===== config.mk =====
export PLATFORM = sky130hd
export DESIGN_NAME = combination_block_flat
export DESIGN_NICKNAME = d
export VERILOG_FILES = /design/src/rtl/gcn_pkg.sv /design/src/rtl/combination_block_if.sv /design/src/rtl/vector_adder.sv /design/src/rtl/combination_block.sv /design/src/flat_wrapper.sv
export SDC_FILE = /design/constraint.sdc
export NUM_CORES = 1
export LEC_CHECK = 0
export ABC_AREA = 0
export ABC_CLOCK_PERIOD_IN_PS = 5050
export BUFFER_PORTS_ARGS = -buffer_cell sky130_fd_sc_hd__buf_2
export CAP_MARGIN = 15
export CORE_ASPECT_RATIO = 1.4
export CORE_UTILIZATION = 55
export DETAILED_ROUTE_END_ITERATION = 8
export PLACE_DENSITY = 0.76
export SYNTH_ARGS = -nofsm -noshare
export SYNTH_HDL_FRONTEND = slang
export SYNTH_HIERARCHICAL = 1
export SYNTH_SLANG_ARGS = --single-unit
export TNS_END_PERCENT = 30

===== constraint.sdc =====
create_clock -name clk -period 5.05 [get_ports clk]
set_input_delay 0.505 -clock clk [delete_from_list [all_inputs] [get_ports clk]]
set_output_delay 0.505 -clock clk [all_outputs]
set_load 0.01 [all_outputs]

===== src/rtl/gcn_pkg.sv =====
// Shared GCN definitions: default widths and the combination-stage state type.
// Imported by the combination block and by the downstream argmax stage.
package gcn_pkg;

    localparam int unsigned DEF_FEATURE_ROWS   = 6;
    localparam int unsigned DEF_WEIGHT_COLS    = 3;
    localparam int unsigned DEF_DOT_PROD_WIDTH = 16;
    localparam int unsigned DEF_NUM_EDGES      = 6;

    typedef enum logic [2:0] {
        IDLE,
        INIT,
        ACC_SRC,
        ACC_DST,
        DONE
    } comb_state_t;

endpackage


===== src/rtl/combination_block_if.sv =====
// Fetch bus between the combination block and the FM_WM / COO edge memories.
// Both memories answer combinationally for the address currently presented.
interface combination_block_if #(
    parameter int unsigned FEATURE_WIDTH   = 3,
    parameter int unsigned EDGE_ADDR_WIDTH = 3,
    parameter int unsigned WEIGHT_COLS     = 3,
    parameter int unsigned DOT_PROD_WIDTH  = 16
);
    logic [FEATURE_WIDTH-1:0]                      fm_wm_read_row;
    logic [WEIGHT_COLS-1:0][DOT_PROD_WIDTH-1:0]    fm_wm_row_in;
    logic [EDGE_ADDR_WIDTH-1:0]                    coo_address;
    logic [1:0][FEATURE_WIDTH-1:0]                 coo_in;

    modport master (
        output fm_wm_read_row,
        output coo_address,
        input  fm_wm_row_in,
        input  coo_in
    );

    modport slave (
        input  fm_wm_read_row,
        input  coo_address,
        output fm_wm_row_in,
        output coo_in
    );
endinterface


===== src/rtl/vector_adder.sv =====
// Element-wise unsigned adder over one matrix row; each lane wraps at its width.
module vector_adder #(
    parameter int unsigned COLS  = 3,
    parameter int unsigned WIDTH = 16
) (
    input  logic [COLS-1:0][WIDTH-1:0] a,
    input  logic [COLS-1:0][WIDTH-1:0] b,
    output logic [COLS-1:0][WIDTH-1:0] sum
);
    always_comb begin
        sum = '0;
        for (int unsigned c = 0; c < COLS; c++) begin
            sum[c] = a[c] + b[c];
        end
    end
endmodule


===== src/rtl/combination_block.sv =====
// Computes ADJ_FM_WM = (A + I) x FM_WM from a COO edge list into a flop array,
// then serves rows to the argmax stage through a combinational read port.
module combination_block
    import gcn_pkg::*;
#(
    parameter int unsigned FEATURE_ROWS    = DEF_FEATURE_ROWS,
    parameter int unsigned WEIGHT_COLS     = DEF_WEIGHT_COLS,
    parameter int unsigned DOT_PROD_WIDTH  = DEF_DOT_PROD_WIDTH,
    parameter int unsigned NUM_EDGES       = DEF_NUM_EDGES,
    parameter int unsigned FEATURE_WIDTH   = $clog2(FEATURE_ROWS),
    parameter int unsigned EDGE_ADDR_WIDTH = $clog2(NUM_EDGES)
) (
    input  logic                                   clk,
    input  logic                                   reset,
    input  logic                                   done_trans,
    combination_block_if.master                    bus,
    input  logic [FEATURE_WIDTH-1:0]               read_row,
    output logic [WEIGHT_COLS-1:0][DOT_PROD_WIDTH-1:0] adj_fm_wm_row,
    output logic                                   done_comb
);
    typedef logic [WEIGHT_COLS-1:0][DOT_PROD_WIDTH-1:0] row_t;

    localparam logic [FEATURE_WIDTH:0]       ROWS_L    = (FEATURE_WIDTH+1)'(FEATURE_ROWS);
    localparam logic [FEATURE_WIDTH-1:0]     LAST_ROW  = FEATURE_WIDTH'(FEATURE_ROWS-1);
    localparam logic [EDGE_ADDR_WIDTH-1:0]   LAST_EDGE = EDGE_ADDR_WIDTH'(NUM_EDGES-1);

    row_t                       mem [FEATURE_ROWS];
    comb_state_t                state, next_state;
    logic [FEATURE_WIDTH-1:0]   row_cnt;
    logic [EDGE_ADDR_WIDTH-1:0] edge_cnt;
    logic [FEATURE_WIDTH-1:0]   src, dst, wr_addr;
    logic                       edge_ok, self_edge, last_edge, wr_en, edge_step, addr_ok;
    row_t                       acc_base, acc_sum, wr_data;

    assign src       = bus.coo_in[0];
    assign dst       = bus.coo_in[1];
    assign edge_ok   = ({1'b0, src} < ROWS_L) && ({1'b0, dst} < ROWS_L);
    assign self_edge = (src == dst);
    assign last_edge = (edge_cnt == LAST_EDGE);
    assign addr_ok   = ({1'b0, wr_addr} < ROWS_L);
    assign acc_base  = addr_ok ? mem[wr_addr] : '0;

    vector_adder #(
        .COLS  (WEIGHT_COLS),
        .WIDTH (DOT_PROD_WIDTH)
    ) u_adder (
        .a   (acc_base),
        .b   (bus.fm_wm_row_in),
        .sum (acc_sum)
    );

    always_ff @(posedge clk) begin
        if (reset) state <= IDLE;
        else       state <= next_state;
    end

    always_comb begin
        next_state         = state;
        bus.fm_wm_read_row = '0;
        bus.coo_address    = '0;
        wr_en              = 1'b0;
        wr_addr            = row_cnt;
        wr_data            = acc_sum;
        edge_step          = 1'b0;
        case (state)
            IDLE: if (done_trans) next_state = INIT;
            INIT: begin
                bus.fm_wm_read_row = row_cnt;
                wr_en              = 1'b1;
                wr_data            = bus.fm_wm_row_in;
                if (row_cnt == LAST_ROW) next_state = ACC_SRC;
            end
            // A self-edge finishes its edge here so it is counted only once.
            ACC_SRC: begin
                bus.coo_address    = edge_cnt;
                bus.fm_wm_read_row = dst;
                wr_en              = edge_ok;
                wr_addr            = src;
                if (!self_edge)     next_state = ACC_DST;
                else if (last_edge) next_state = DONE;
                else                edge_step  = 1'b1;
            end
            ACC_DST: begin
                bus.coo_address    = edge_cnt;
                bus.fm_wm_read_row = src;
                wr_en              = edge_ok;
                wr_addr            = dst;
                if (last_edge) next_state = DONE;
                else begin
                    next_state = ACC_SRC;
                    edge_step  = 1'b1;
                end
            end
            DONE:    ;
            default: next_state = IDLE;
        endcase
    end

    always_ff @(posedge clk) begin
        if (reset) begin
            row_cnt   <= '0;
            edge_cnt  <= '0;
            done_comb <= 1'b0;
            for (int unsigned r = 0; r < FEATURE_ROWS; r++) mem[r] <= '0;
        end else begin
            done_comb <= (state == DONE);
            if (state == IDLE) begin
                row_cnt  <= '0;
                edge_cnt <= '0;
            end
            if (state == INIT) row_cnt <= row_cnt + 1'b1;
            if (edge_step)     edge_cnt <= edge_cnt + 1'b1;
            if (wr_en && addr_ok) mem[wr_addr] <= wr_data;
        end
    end

    assign adj_fm_wm_row = ({1'b0, read_row} < ROWS_L) ? mem[read_row] : '0;

endmodule


===== src/flat_wrapper.sv =====
// flat-port wrapper written by rule: the top's interface ports become plain ports
module combination_block_flat import gcn_pkg::*;
#(
    parameter int unsigned FEATURE_ROWS    = DEF_FEATURE_ROWS,
    parameter int unsigned WEIGHT_COLS     = DEF_WEIGHT_COLS,
    parameter int unsigned DOT_PROD_WIDTH  = DEF_DOT_PROD_WIDTH,
    parameter int unsigned NUM_EDGES       = DEF_NUM_EDGES,
    parameter int unsigned FEATURE_WIDTH   = $clog2(FEATURE_ROWS),
    parameter int unsigned EDGE_ADDR_WIDTH = $clog2(NUM_EDGES)
)
  (clk, reset, done_trans, read_row, adj_fm_wm_row, done_comb, bus_fm_wm_read_row, bus_coo_address, bus_fm_wm_row_in, bus_coo_in);
  combination_block_if #(.FEATURE_WIDTH(FEATURE_WIDTH), .EDGE_ADDR_WIDTH(EDGE_ADDR_WIDTH), .WEIGHT_COLS(WEIGHT_COLS), .DOT_PROD_WIDTH(DOT_PROD_WIDTH)) bus_i ();
  input  logic clk;
  input  logic reset;
  input  logic done_trans;
  input  logic [FEATURE_WIDTH-1:0] read_row;
  output logic [WEIGHT_COLS-1:0][DOT_PROD_WIDTH-1:0] adj_fm_wm_row;
  output logic done_comb;
  output wire logic [$bits(bus_i.fm_wm_read_row)-1:0] bus_fm_wm_read_row;
  output wire logic [$bits(bus_i.coo_address)-1:0] bus_coo_address;
  input wire logic [$bits(bus_i.fm_wm_row_in)-1:0] bus_fm_wm_row_in;
  input wire logic [$bits(bus_i.coo_in)-1:0] bus_coo_in;
  assign bus_fm_wm_read_row = bus_i.fm_wm_read_row;
  assign bus_coo_address = bus_i.coo_address;
  assign bus_i.fm_wm_row_in = bus_fm_wm_row_in;
  assign bus_i.coo_in = bus_coo_in;
  combination_block #(.FEATURE_ROWS(FEATURE_ROWS), .WEIGHT_COLS(WEIGHT_COLS), .DOT_PROD_WIDTH(DOT_PROD_WIDTH), .NUM_EDGES(NUM_EDGES), .FEATURE_WIDTH(FEATURE_WIDTH), .EDGE_ADDR_WIDTH(EDGE_ADDR_WIDTH)) u_core (.clk(clk), .reset(reset), .done_trans(done_trans), .bus(bus_i), .read_row(read_row), .adj_fm_wm_row(adj_fm_wm_row), .done_comb(done_comb));
endmodule

==> impl_metrics.py, run 1 <==
metrics = {
    "yosys": {
        "syn_inst": 1613,
        "synth-seq-cells": 298,
        "synth-compound-area-share_pct": 9.97,
        "syn_area_um2": 18100,
        "synth_top_area_cell": "edfxtp_1",
        "synth_mux_area_share_pct": 20.5,
        "synth_flop_cell": "edfxtp_1",
        "synth_area_leaders": "edfxtp_1, mux2i_1, mux4_2",
        "yosysWarnings": 6,
        "ys_seq_area_share_pct": 48.8,
        "synth-adder-area-share_pct": 3.72,
        "avgSynthCellArea_um2": 11.2,
        "synth_edf_count": 288,
        "syn-num-nets": 1725,
        "synth_cell_types": 63,
        "synth_top_area_share_pct": 47.7,
        "synth_top_family_by_area": "multiplexers",
        "synth_simple_gate_area_share_pct": 10.1,
        "synth_xor_area_share_pct": 1.98,
        "async_reset_ff_share_pct": 0,
    },
    "clocking": {
        "cts_num_sinks": 298,
        "hold_buffers": 0,
        "numCtsBuffers": 28,
        "cts.htree.levels": 1,
        "cts_buffer_depth": 3,
        "cts-root-buf": "clkbuf_16",
        "clk_pin_slew_ps": 70,
        "clkLatencyLatePin_ps": 570,
        "cts_tree": "done",
    },
    "floorplanning": {
        "rows": 78,
        "die-area_um2": 33700,
        "die_h_um": 217,
        "io_pins": 115,
        "start_util_pct": 55.9,
        "die_w_um": 155,
        "core-area_um2": 32400,
    },
    "finish": {
        "design_area_um2": 20300,
        "num_antenna_cells": 0,
        "fin_util_pct": 62.5,
        "layout-drive-gt1-share_pct": 20.6,
        "area_delta_synth_final_pct": 11.8,
        "instances_no_fill": 2166,
        "fin_nets": 1818,
    },
    "timing": {
        "slew-limit-headroom_pct": 27.2,
        "timing.final.crit_share_pct": 94.8,
        "setup_tns_ps": 0,
        "finalHoldViolCount": 0,
        "setup-violations-final": 0,
        "clock-skew-final_ps": 10.1,
        "holdWs_ps": 257,
        "final_max_slew_viol_count": 0,
        "period_minus_slack_ps": 4780,
        "setup_ws_ps": 265,
        "max_clock_freq_mhz": 209,
        "tightest_slew_ps": 1090,
        "rsz0062_at_grt": "no",
    },
    "drt": {
        "num_vias": 13500,
        "wl_per_cell_um": 23.1,
        "ant_nets": 0,
        "initialDrtViolationCount": 1217,
        "drcViolationCount": 0,
        "dr.pass1.iters": 5,
        "routed_wl_um": 50000,
        "vias_per_cell": 6.22,
    },
    "power_and_ir_drop": {
        "power_density_nw_per_um2": 396,
        "ir_worst_vdd_mv": 0.256,
        "intPower_mw": 5.34,
        "power.switching_mw": 2.67,
        "pwr-share-seq_pct": 37.7,
        "p_clk_share_pct": 26.9,
        "power.total_mw": 8.01,
        "swShare_pct": 33.4,
        "combPwrFrac_pct": 35.4,
        "leakagePower_nw": 8.00,
    },
    "placement": {
        "dpl-instance-area_um2": 19300,
        "pre_cts_slack_ps": 218,
        "gp_congestion": 0.882,
        "dp_cells": 2116,
        "portBuffers": 114,
        "post-dp-hpwl_um": 31100,
    },
    "global_routing": {
        "grt_pass1_wl_um": 76700,
        "grt-ovfl-total": 0,
        "grt_usage_pct": 30.0,
        "grt_max_degree": 58,
        "antenna_found_initial": 0,
        "grt_pass1_vias": 14000,
    },
    "critical_path": {
        "crit_chain": "buf_4 > mux2_2 > mux2_8 > buf_4 > mux2i_1 > o21ai_0 > fa_1 > a21o_1 > a221oi_2 > o21ai_1 > a31o_1 > a21oi_1 > xnor2_1 > mux2_2 > nand2_1 > nor2_1",
        "crit_slowest_cell": "fa_1",
        "endpoint_kind": "register",
        "max_stage_delay_ps": 550,
        "start_kind": "register",
        "crit_fanout": 29,
        "crit_required_ps": 5330,
        "critPathKind": "register to register",
        "crit_arrival_ps": 5070,
    },
    "flow_run": {
        "cap_violations": 0,
    },
    "hold_path": {
        "hold_path.class": "input pin to register",
    },
    "run_status": {
        "status": "complete, no violations",
    },
}
-- cell usage after synthesis, drive strengths merged (4+ instances only) --
master,number
mux2i,199
o22a,48
nand2b,5
o21ai,69
edfxtp,288
and2,4
o31ai,7
nand3,18
nand4,5
a21o,10
and3,4
nor2b,7
xor2,16
mux4,48
nor2,280
clkbuf,42
nor3,14
ha,49
a21oi,39
dfxtp,10
mux2,56
inv,115
a31oi,5
o21bai,4
o22ai,51
a211oi,6
nand2,86
xnor2,25
buf,60
-- sequential cells by signal (all words and copies together), names as in the netlist --
register and cells:
u_core/done_comb 1, u_core/edge_cnt 3, u_core/row_cnt 3, u_core/mem 288
u_core/state 3
-- critical path: cells and delay by family, from the launching register on --
family | cells | cell delay (ps)
AND/OR/NAND/NOR | 2 | 230
AO/OA/AOI/OAI | 6 | 1410
adder cells (fa/ha/maj) | 1 | 550
buffers and inverters | 2 | 500
flip-flops | 1 | 430
XOR/XNOR | 1 | 80
multiplexers | 4 | 1260
-- timing repair --
| item | 4_1_cts | 5_1_grt |
|---|---|---|
| resized for setup | 0 | 4 |
| setup endpoints to repair | 0 | 33 |
| setup buffers | 0 | 0 |
-- logic make-up (layout without fill, tap and decap cells) --
| logic type | count (synthesis) | in the layout |
|---|---|---|
| AO/OA/AOI/OAI | 267 | 267 |
| XOR/XNOR | 41 | 41 |
| adder cells (fa/ha/maj) | 52 | 52 |
| buffers and inverters | 217 | 330 |
| flip-flops | 298 | 298 |
| multiplexers | 303 | 303 |
| AND/OR/NAND/NOR | 435 | 435 |
-- cell usage in the layout (no fill, tap or decap), drive strengths merged, types with 3 or more instances in the layout --
cell | netlist | layout
a211o | 3 | 3
a211oi | 6 | 6
a21o | 10 | 10
a21oi | 39 | 39
a31o | 3 | 3
a31oi | 5 | 5
and2 | 4 | 4
and3 | 4 | 4
buf | 60 | 165
bufinv | 0 | 4
clkbuf | 42 | 35
clkinv | 0 | 11
dfxtp | 10 | 10
edfxtp | 288 | 288
fa | 3 | 3
ha | 49 | 49
inv | 115 | 115
mux2 | 56 | 56
mux2i | 199 | 199
mux4 | 48 | 48
nand2 | 86 | 86
nand2b | 5 | 5
nand3 | 18 | 18
nand4 | 5 | 5
nor2 | 280 | 280
nor2b | 7 | 7
nor3 | 14 | 14
o211ai | 3 | 3
o21a | 3 | 3
o21ai | 69 | 69
o21bai | 4 | 4
o22a | 48 | 48
o22ai | 51 | 51
o31ai | 7 | 7
or3 | 3 | 3
xnor2 | 25 | 25
xor2 | 16 | 16
-- per-layer routing --
metal	GRT usage, %	wire, µm	vias to the layer above
li1	-	-	6081
met1	35.0	18100	6600
met2	54.1	26200	674
met3	3.64	3880	128
met4	14.9	1850	0
met5	0	0	-
-- cell type report --
| class | instances | area [µm²] |
|---|---|---|
| fill | 2633 | 12100 |
| sequential | 298 | 8850 |
| multi-input combinational | 1098 | 8480 |
| timing repair buffer | 165 | 1030 |
| clock buffer | 35 | 748 |
| tap | 440 | 551 |
| inverter | 115 | 432 |
| clock inverter | 15 | 171 |
-- power by group through the flow --
stage,clock (mW),sequential [mW],combinational [mW]
after global placement,0,3.05,2.73
after floorplan,0,3.04,2.06
after CTS,2.17,3.02,2.80
after detailed placement,0,3.07,2.78
after global routing,2.27,3.04,3.06
final,2.16,3.02,2.84
-- path summary, 6_finish.rpt --
check,start,end,slack (ps),depth (start not counted)
worst max-delay path,u_core/state[0]$_SDFFE_PP0P_,u_core/mem[4][12]$_SDFFCE_PN0P_,270,16
worst min-delay path,reset,u_core/row_cnt[0]$_SDFFE_PP0P_,260,2
worst max register to register,u_core/state[0]$_SDFFE_PP0P_,u_core/mem[4][12]$_SDFFCE_PN0P_,270,16
worst min register to register,u_core/row_cnt[2]$_SDFFE_PP0P_,u_core/row_cnt[2]$_SDFFE_PP0P_,560,2
Power figures use the tool's default switching activity.
==> inputs of run 2 (changes only) <==
Settings changed: CELL_PAD_IN_SITES_DETAIL_PLACEMENT from default to 1, CELL_PAD_IN_SITES_GLOBAL_PLACEMENT from default to 2, CORE_UTILIZATION 55 to 37, PLACE_DENSITY 0.76 to default, PLACE_DENSITY_LB_ADDON from default to 0.1, SYNTH_HIERARCHICAL 1 to default.
==> run 2 against run 1 <==
Compared with the run above: worst setup slack improved by 17 ps; sequential cell count did not move; clock-buffer cell count rose by 6; total power fell by 18%; via count rose by 1.6%; final cell count rose by 9.7%; utilization fell by 19 points; synthesized cell count barely moved; clock power rose by 15%; die area rose by 48%; final area rose by 2.7%.
==> impl_metrics.py, run 2 <==
metrics = {
    "yosys": {
        "synth_area_leaders": "edfxtp_1, mux4_2, mux2i_1",
        "syn-num-nets": 1724,
        "synth-seq-cells": 298,
        "synth_cell_types": 66,
        "yosysWarnings": 0,
        "syn_inst": 1612,
        "ys_seq_area_share_pct": 48.7,
        "synth_top_area_share_pct": 47.6,
        "yosys-top-cells-count": "edfxtp_1, nor2_1, mux2i_1",
        "synth_flop_cell": "edfxtp_1",
        "avgSynthCellArea_um2": 11.3,
        "yosysMostFrequentCell": "edfxtp_1",
        "synth_top_area_cell": "edfxtp_1",
        "syn_area_um2": 18200,
        "async_reset_ff_share_pct": 0,
        "synth_edf_count": 288,
    },
    "finish": {
        "fin_nets": 1835,
        "nFillCells": 5298,
        "seqCellArea_um2": 8850,
        "largest_register_ffs": 288,
        "layout_commonest_cell": "edfxtp_1",
        "design_area_um2": 20800,
        "layout-drive-gt1-share_pct": 20.7,
        "layout_common_cells": "edfxtp_1, nor2_1, mux2i_1",
        "area_delta_synth_final_pct": 14.6,
        "fin_util_pct": 43.1,
        "num_antenna_cells": 0,
        "regMostFlops": "u_core.mem",
        "multi_input_area_um2": 8540,
    },
    "critical_path": {
        "max_stage_delay_ps": 450,
        "crit_fanout": 20,
        "crit_required_ps": 5360,
        "crit_slowest_cell": "mux4_2",
        "r2r_cells": 15,
        "start_kind": "register",
        "endpoint_kind": "register",
        "startpoint": "u_core.state[0]$_SDFFE_PP0P_",
        "path_depth": 15,
        "crit_arrival_ps": 5080,
        "critPathTopFamily": "multiplexers",
        "path_buf_inv": 1,
        "r2r-start": "u_core.state[0]$_SDFFE_PP0P_",
        "crit_chain": "mux2_2 > mux2_8 > buf_12 > mux4_2 > nand2_1 > o21ai_0 > ha_1 > fa_1 > a21o_1 > a21oi_1 > o211ai_1 > a211oi_2 > mux2i_1 > and3_1 > nor2_1",
        "critPathKind": "register to register",
    },
    "floorplanning": {
        "die-area_um2": 50000,
        "core-area_um2": 48300,
        "io_pins": 115,
        "start_util_pct": 37.6,
        "rows": 95,
        "die_h_um": 264,
        "die_w_um": 189,
    },
    "placement": {
        "gp_congestion": 0.832,
        "post-dp-hpwl_um": 39900,
        "dpl-instance-area_um2": 19700,
        "portBuffers": 114,
    },
    "power_and_ir_drop": {
        "swShare_pct": 27.4,
        "power_density_nw_per_um2": 316,
        "combPwrFrac_pct": 18.3,
        "leakagePower_nw": 8.08,
        "intPower_mw": 4.76,
        "p_clk_share_pct": 37.7,
        "power.switching_mw": 1.80,
        "ir_worst_vdd_mv": 0.271,
        "pwr-share-seq_pct": 44.0,
    },
    "global_routing": {
        "antenna_found_initial": 0,
        "grt_usage_pct": 25.5,
        "grt_max_degree": 55,
        "grt-ovfl-total": 0,
        "grt_pass1_vias": 14900,
        "grt_pass1_wl_um": 94000,
    },
    "drt": {
        "routed_wl_um": 62900,
        "wl_per_cell_um": 26.4,
        "drcViolationCount": 0,
        "initialDrtViolationCount": 698,
        "ant_nets": 0,
        "vias_per_cell": 5.76,
        "dr.pass1.iters": 5,
        "num_vias": 13700,
    },
    "clocking": {
        "cts.htree.levels": 1,
        "cts_buffer_depth": 3,
        "cts_num_sinks": 298,
        "numCtsBuffers": 31,
        "clkLatencyLatePin_ps": 600,
        "cts_tree": "done",
        "post_cts_buffers": 0,
        "clk_pin_slew_ps": 70,
        "cts-root-buf": "clkbuf_16",
    },
    "timing": {
        "holdWs_ps": 277,
        "max_clock_freq_mhz": 210,
        "finalHoldViolCount": 0,
        "period_minus_slack_ps": 4770,
        "setup_tns_ps": 0,
        "setup-violations-final": 0,
        "final_max_slew_viol_count": 0,
        "slew-limit-headroom_pct": 37.8,
        "clock-skew-final_ps": 12.6,
        "tightest_slew_ps": 933,
        "timing.final.crit_share_pct": 94.4,
    },
    "flow_run": {
        "cap_violations": 0,
    },
    "run_status": {
        "status": "complete, no violations",
    },
    "hold_path": {
        "hold-path-cell-count": 2,
        "hold_start": "reset",
        "hold_path.class": "input pin to register",
    },
}
run 2: changes by cell type after synthesis, sizes merged, moves of 24 or more:
cell   before  now
mux2i     199  119
o22a       48    2
mux2       56   11
mux4       48   93
a21oi      39   66
nand2      86  110
run 2: metrics by stage:
stage	power (mW)	cells	setup WS [ps]
final	6.56	2377	282
after floorplan	3.73	1612	531
after global placement	4.12	2320	154
after detailed placement	4.15	2320	105
after global routing	6.81	2377	-4.72
after CTS	6.63	2377	91.5
run 2: final cells by class:
type / count / area share, %
well taps: 630 / 3.79
clock inverters: 16 / 1.13
clock buffers: 41 / 4.01
flip-flops and latches: 298 / 42.6
repair buffers: 182 / 5.59
inverters: 103 / 1.86
multi-input cells: 1107 / 41.1
run 2: what timing repair did:
item / 4_1_cts / 5_1_grt
endpoints found under the setup margin: 0 / 51
gates resized for setup: 0 / 6
hold buffers: 0 / 0
run 2: final timing paths:
kind,to,slack [ps]
worst min-delay path,u_core.row_cnt[1]$_SDFFE_PP0P_,280
worst min register to register,u_core.edge_cnt[0]$_SDFFE_PP0P_,530
worst max register to register,u_core.mem[1][46]$_SDFFCE_PN0P_,280
worst max-delay path,u_core.mem[1][46]$_SDFFCE_PN0P_,280
run 2: cell families (layout without fill, tap and decap cells):
logic type	after synthesis	in the layout	synth area share, %
AOI/OAI and AO/OA	322	322	11.2
xor gates and xnor gates	24	24	1.16
adders and majority gates	52	52	3.71
buffers and inverters	207	342	4.65
DFF	298	298	48.7
muxes	223	223	18.9
and+or+nand+nor	486	486	11.6
run 2: power groups by stage:
stage          sequential (mW)  combinational (mW)  clock, mW
6_report                  2.89                1.20       2.48
5_1_grt                   2.90                1.32       2.60
4_1_cts                   2.89                1.21       2.53
3_5_place_dp              2.94                1.21          0
3_3_place_gp              2.93                1.19          0
2_1_floorplan             2.92               0.806          0
run 2: metal layers:
layer	wire length, µm	GRT usage, %	vias up
met2	33900	48.1	245
li1	-	-	6231
met1	25600	30.5	7126
met5	0	0	-
met3	1650	2.06	101
met4	1760	7.41	0
==> inputs of run 3 (changes only) <==
Settings changed: ABC_AREA 0 to 1, CORE_UTILIZATION 37 to 34, SYNTH_HIERARCHICAL from default to 1.
==> run 3 against run 2 <==
Compared with the run above: utilization down 3.8 points; critical endpoint is now u_core/mem[6][31]$_DFFE_PP_; critical path type unchanged; hold slack worse by 53 ps; register-to-register slack better by 640 ps; clock power up 34%; synthesized area up 29%; clock skew up 14 ps; critical path depth up 8; worst setup slack better by 640 ps; combinational power rose to 8.2 times the previous value; clock-buffer cell count up 13; sequential power up 56%; wire length up 39%.
==> impl_metrics.py, run 3 <==
metrics = {
    "clocking": {
        "cts_tree": "done",
        "clk_pin_slew_ps": 60,
        "clkLatencyLatePin_ps": 580,
        "numCtsBuffers": 46,
        "cts_num_sinks": 394,
        "cts-root-buf": "clkbuf_16",
        "cts.htree.levels": 2,
        "post_cts_resized": 0,
        "post_cts_buffers": 0,
        "cts_buffer_depth": 3,
        "hold_buffers": 0,
    },
    "power_and_ir_drop": {
        "ir_worst_vdd_mv": 0.392,
        "p_clk_share_pct": 18.8,
        "power_density_nw_per_um2": 663,
        "leakagePower_nw": 11.8,
        "combPwrFrac_pct": 55.6,
        "power.switching_mw": 8.50,
        "intPower_mw": 9.17,
        "swShare_pct": 48.1,
        "pwr-share-seq_pct": 25.6,
        "power.total_mw": 17.7,
    },
    "hold_path": {
        "hold_start": "reset",
        "hold_path.class": "input pin to register",
        "hold-path-cell-count": 2,
    },
    "yosys": {
        "synth_top_family_by_area": "simple AND/OR/NAND/NOR gates",
        "synth_cell_types": 35,
        "yosys-top-cells-count": "nand2_1, nor2_1, edfxtp_1",
        "syn_inst": 2894,
        "synth-adder-area-share_pct": 2.89,
        "yosysMostFrequentCell": "nand2_1",
        "ys_seq_area_share_pct": 50.3,
        "synth_top_area_cell": "edfxtp_1",
        "synth_area_leaders": "edfxtp_1, nand2_1, nor2_1",
        "synth_flop_cell": "edfxtp_1",
        "synth-seq-cells": 394,
        "synth_simple_gate_area_share_pct": 27.0,
        "synth-compound-area-share_pct": 10.6,
        "syn_area_um2": 23300,
        "avgSynthCellArea_um2": 8.06,
        "synth_edf_count": 384,
        "async_reset_ff_share_pct": 0,
        "synth_xor_area_share_pct": 0.976,
        "synth_top_area_share_pct": 49.4,
        "yosysWarnings": 6,
        "synth_mux_area_share_pct": 0,
    },
    "floorplanning": {
        "die_w_um": 223,
        "io_pins": 115,
        "start_util_pct": 34.4,
        "die_h_um": 312,
        "die-area_um2": 69700,
        "rows": 113,
        "core-area_um2": 67900,
    },
    "critical_path": {
        "critPathTopFamily": "simple AND/OR/NAND/NOR gates",
        "path_depth": 23,
        "start_kind": "register",
        "r2r-start": "u_core/state[1]$_SDFFE_PP0P_",
        "r2r_cells": 23,
        "startpoint": "u_core/state[1]$_SDFFE_PP0P_",
        "crit_arrival_ps": 4430,
        "cp_common_cell": "nand2_1",
        "crit_required_ps": 5350,
        "path_buf_inv": 5,
        "critPathKind": "register to register",
        "max_stage_delay_ps": 450,
        "crit_chain": "nand2_2 > nor2_4 > nand2_1 > nand3_2 > nand2_1 > inv_2 > buf_4 > buf_4 > o211ai_1 > nand2_1 > ha_1 > nand2_1 > inv_1 > a21oi_1 > nand2_1 > nand2_1 > nand2_1 > nand2_1 > nand2_1 > nand2_1 > o21ai_0 > nand2_2 > inv_1",
        "crit_slowest_cell": "dfxtp_1",
        "endpoint_kind": "register",
        "crit_fanout": 12,
    },
    "timing": {
        "final_max_slew_viol_count": 0,
        "finalHoldViolCount": 0,
        "holdWs_ps": 223,
        "tightest_slew_ps": 1090,
        "rsz0062_at_grt": "no",
        "clock-skew-final_ps": 26.4,
        "setup-violations-final": 0,
        "period_minus_slack_ps": 4130,
        "timing.final.crit_share_pct": 81.8,
        "max_clock_freq_mhz": 242,
        "slew-limit-headroom_pct": 27.3,
        "setup_tns_ps": 0,
    },
    "run_status": {
        "status": "complete, no violations",
    },
    "drt": {
        "routed_wl_um": 87200,
        "drcViolationCount": 0,
        "ant_nets": 0,
        "initialDrtViolationCount": 1143,
        "num_vias": 21000,
        "dr.pass1.iters": 5,
        "wl_per_cell_um": 22.4,
        "vias_per_cell": 5.39,
    },
    "placement": {
        "post-dp-hpwl_um": 51800,
        "gp_congestion": 0.794,
        "dpl-instance-area_um2": 25200,
        "portBuffers": 114,
    },
    "finish": {
        "layout_commonest_cell": "nand2_1",
        "layout-drive-gt1-share_pct": 9.74,
        "design_area_um2": 26600,
        "layout_common_cells": "nand2_1, nor2_1, edfxtp_1",
        "num_antenna_cells": 0,
        "fin_nets": 3118,
        "area_delta_synth_final_pct": 14.2,
        "regMostFlops": "u_core/mem",
        "largest_register_ffs": 384,
        "fin_util_pct": 39.3,
    },
    "global_routing": {
        "grt_usage_pct": 24.9,
        "grt_max_degree": 95,
        "antenna_found_initial": 1,
        "grt_pass1_vias": 22100,
        "grt-ovfl-total": 0,
        "grt_pass1_wl_um": 132000,
    },
    "flow_run": {
        "cap_violations": 0,
    },
}
[run 3: cell count changes in the layout (fill, tap and decap cells not counted), moves of 35 or more]
cell and delta:
buf_4 -35, conb_1 +96, edfxtp_1 +96, inv_1 +177, mux2i_1 -116, mux4_2 -93, nand2_1 +564, nand3_1 +217
nand4_1 +101, nor2_1 +160, o211ai_1 +36, o21ai_0 +207
[run 3: through the flow]
stage	setup slack [ps]	instances
6_report	918	3902
5_1_grt	572	3902
4_1_cts	898	3902
3_5_place_dp	932	3820
3_3_place_gp	1010	3820
2_1_floorplan	57.5	2989
[run 3: worst paths after layout]
check,slack (ps),to
max reg2reg,920,u_core/mem[6][31]$_DFFE_PP_
min reg2reg,530,u_core/row_cnt[2]$_SDFFE_PP0P_
min,220,u_core/edge_cnt[0]$_SDFFE_PP0P_
max,920,u_core/mem[6][31]$_DFFE_PP_
[run 3: layer usage]
layer | track usage (%) | vias up | routed length (µm)
met5 | 0 | - | 0
met4 | 7.15 | 0 | 2100
met3 | 2.58 | 128 | 3320
met2 | 44.9 | 470 | 44100
met1 | 31.4 | 10600 | 37700
li1 | - | 9843 | -
[run 3: area by class of cell]
class,instances,area (µm²)
clock buffers,54,1200
clock inverters,28,260
fillers,8160,41200
flip-flops and latches,394,11700
inverters,296,1120
well taps,862,1080
repair buffers,158,1140
multi-input cells,2110,10100
[run 3: power by group through the flow]
stage | clock [mW] | sequential [mW] | combinational (mW)
finish | 3.32 | 4.52 | 9.83
detailed placement | 0 | 4.59 | 9.91
floorplan | 0 | 4.52 | 6.67
global route | 3.50 | 4.58 | 11.0
global placement | 0 | 4.55 | 9.75
CTS | 3.41 | 4.52 | 9.96
[run 3: cell families after synthesis]
logic type / after synthesis
simple gates: 1485
buf+inv: 485
compound gates: 451
flops: 394
fa+ha+maj: 52
xor+xnor: 26
other cells: 1
[run 3: worst register-to-register path, delay by kind of cell (launching register included)]
| family | cells | cell delay [ps] |
|---|---|---|
| AOI/OAI and AO/OA | 3 | 380 |
| DFF | 1 | 450 |
| and+or+nand+nor | 14 | 1760 |
| buffers and inverters | 5 | 1000 |
| adders and majority gates | 1 | 290 |
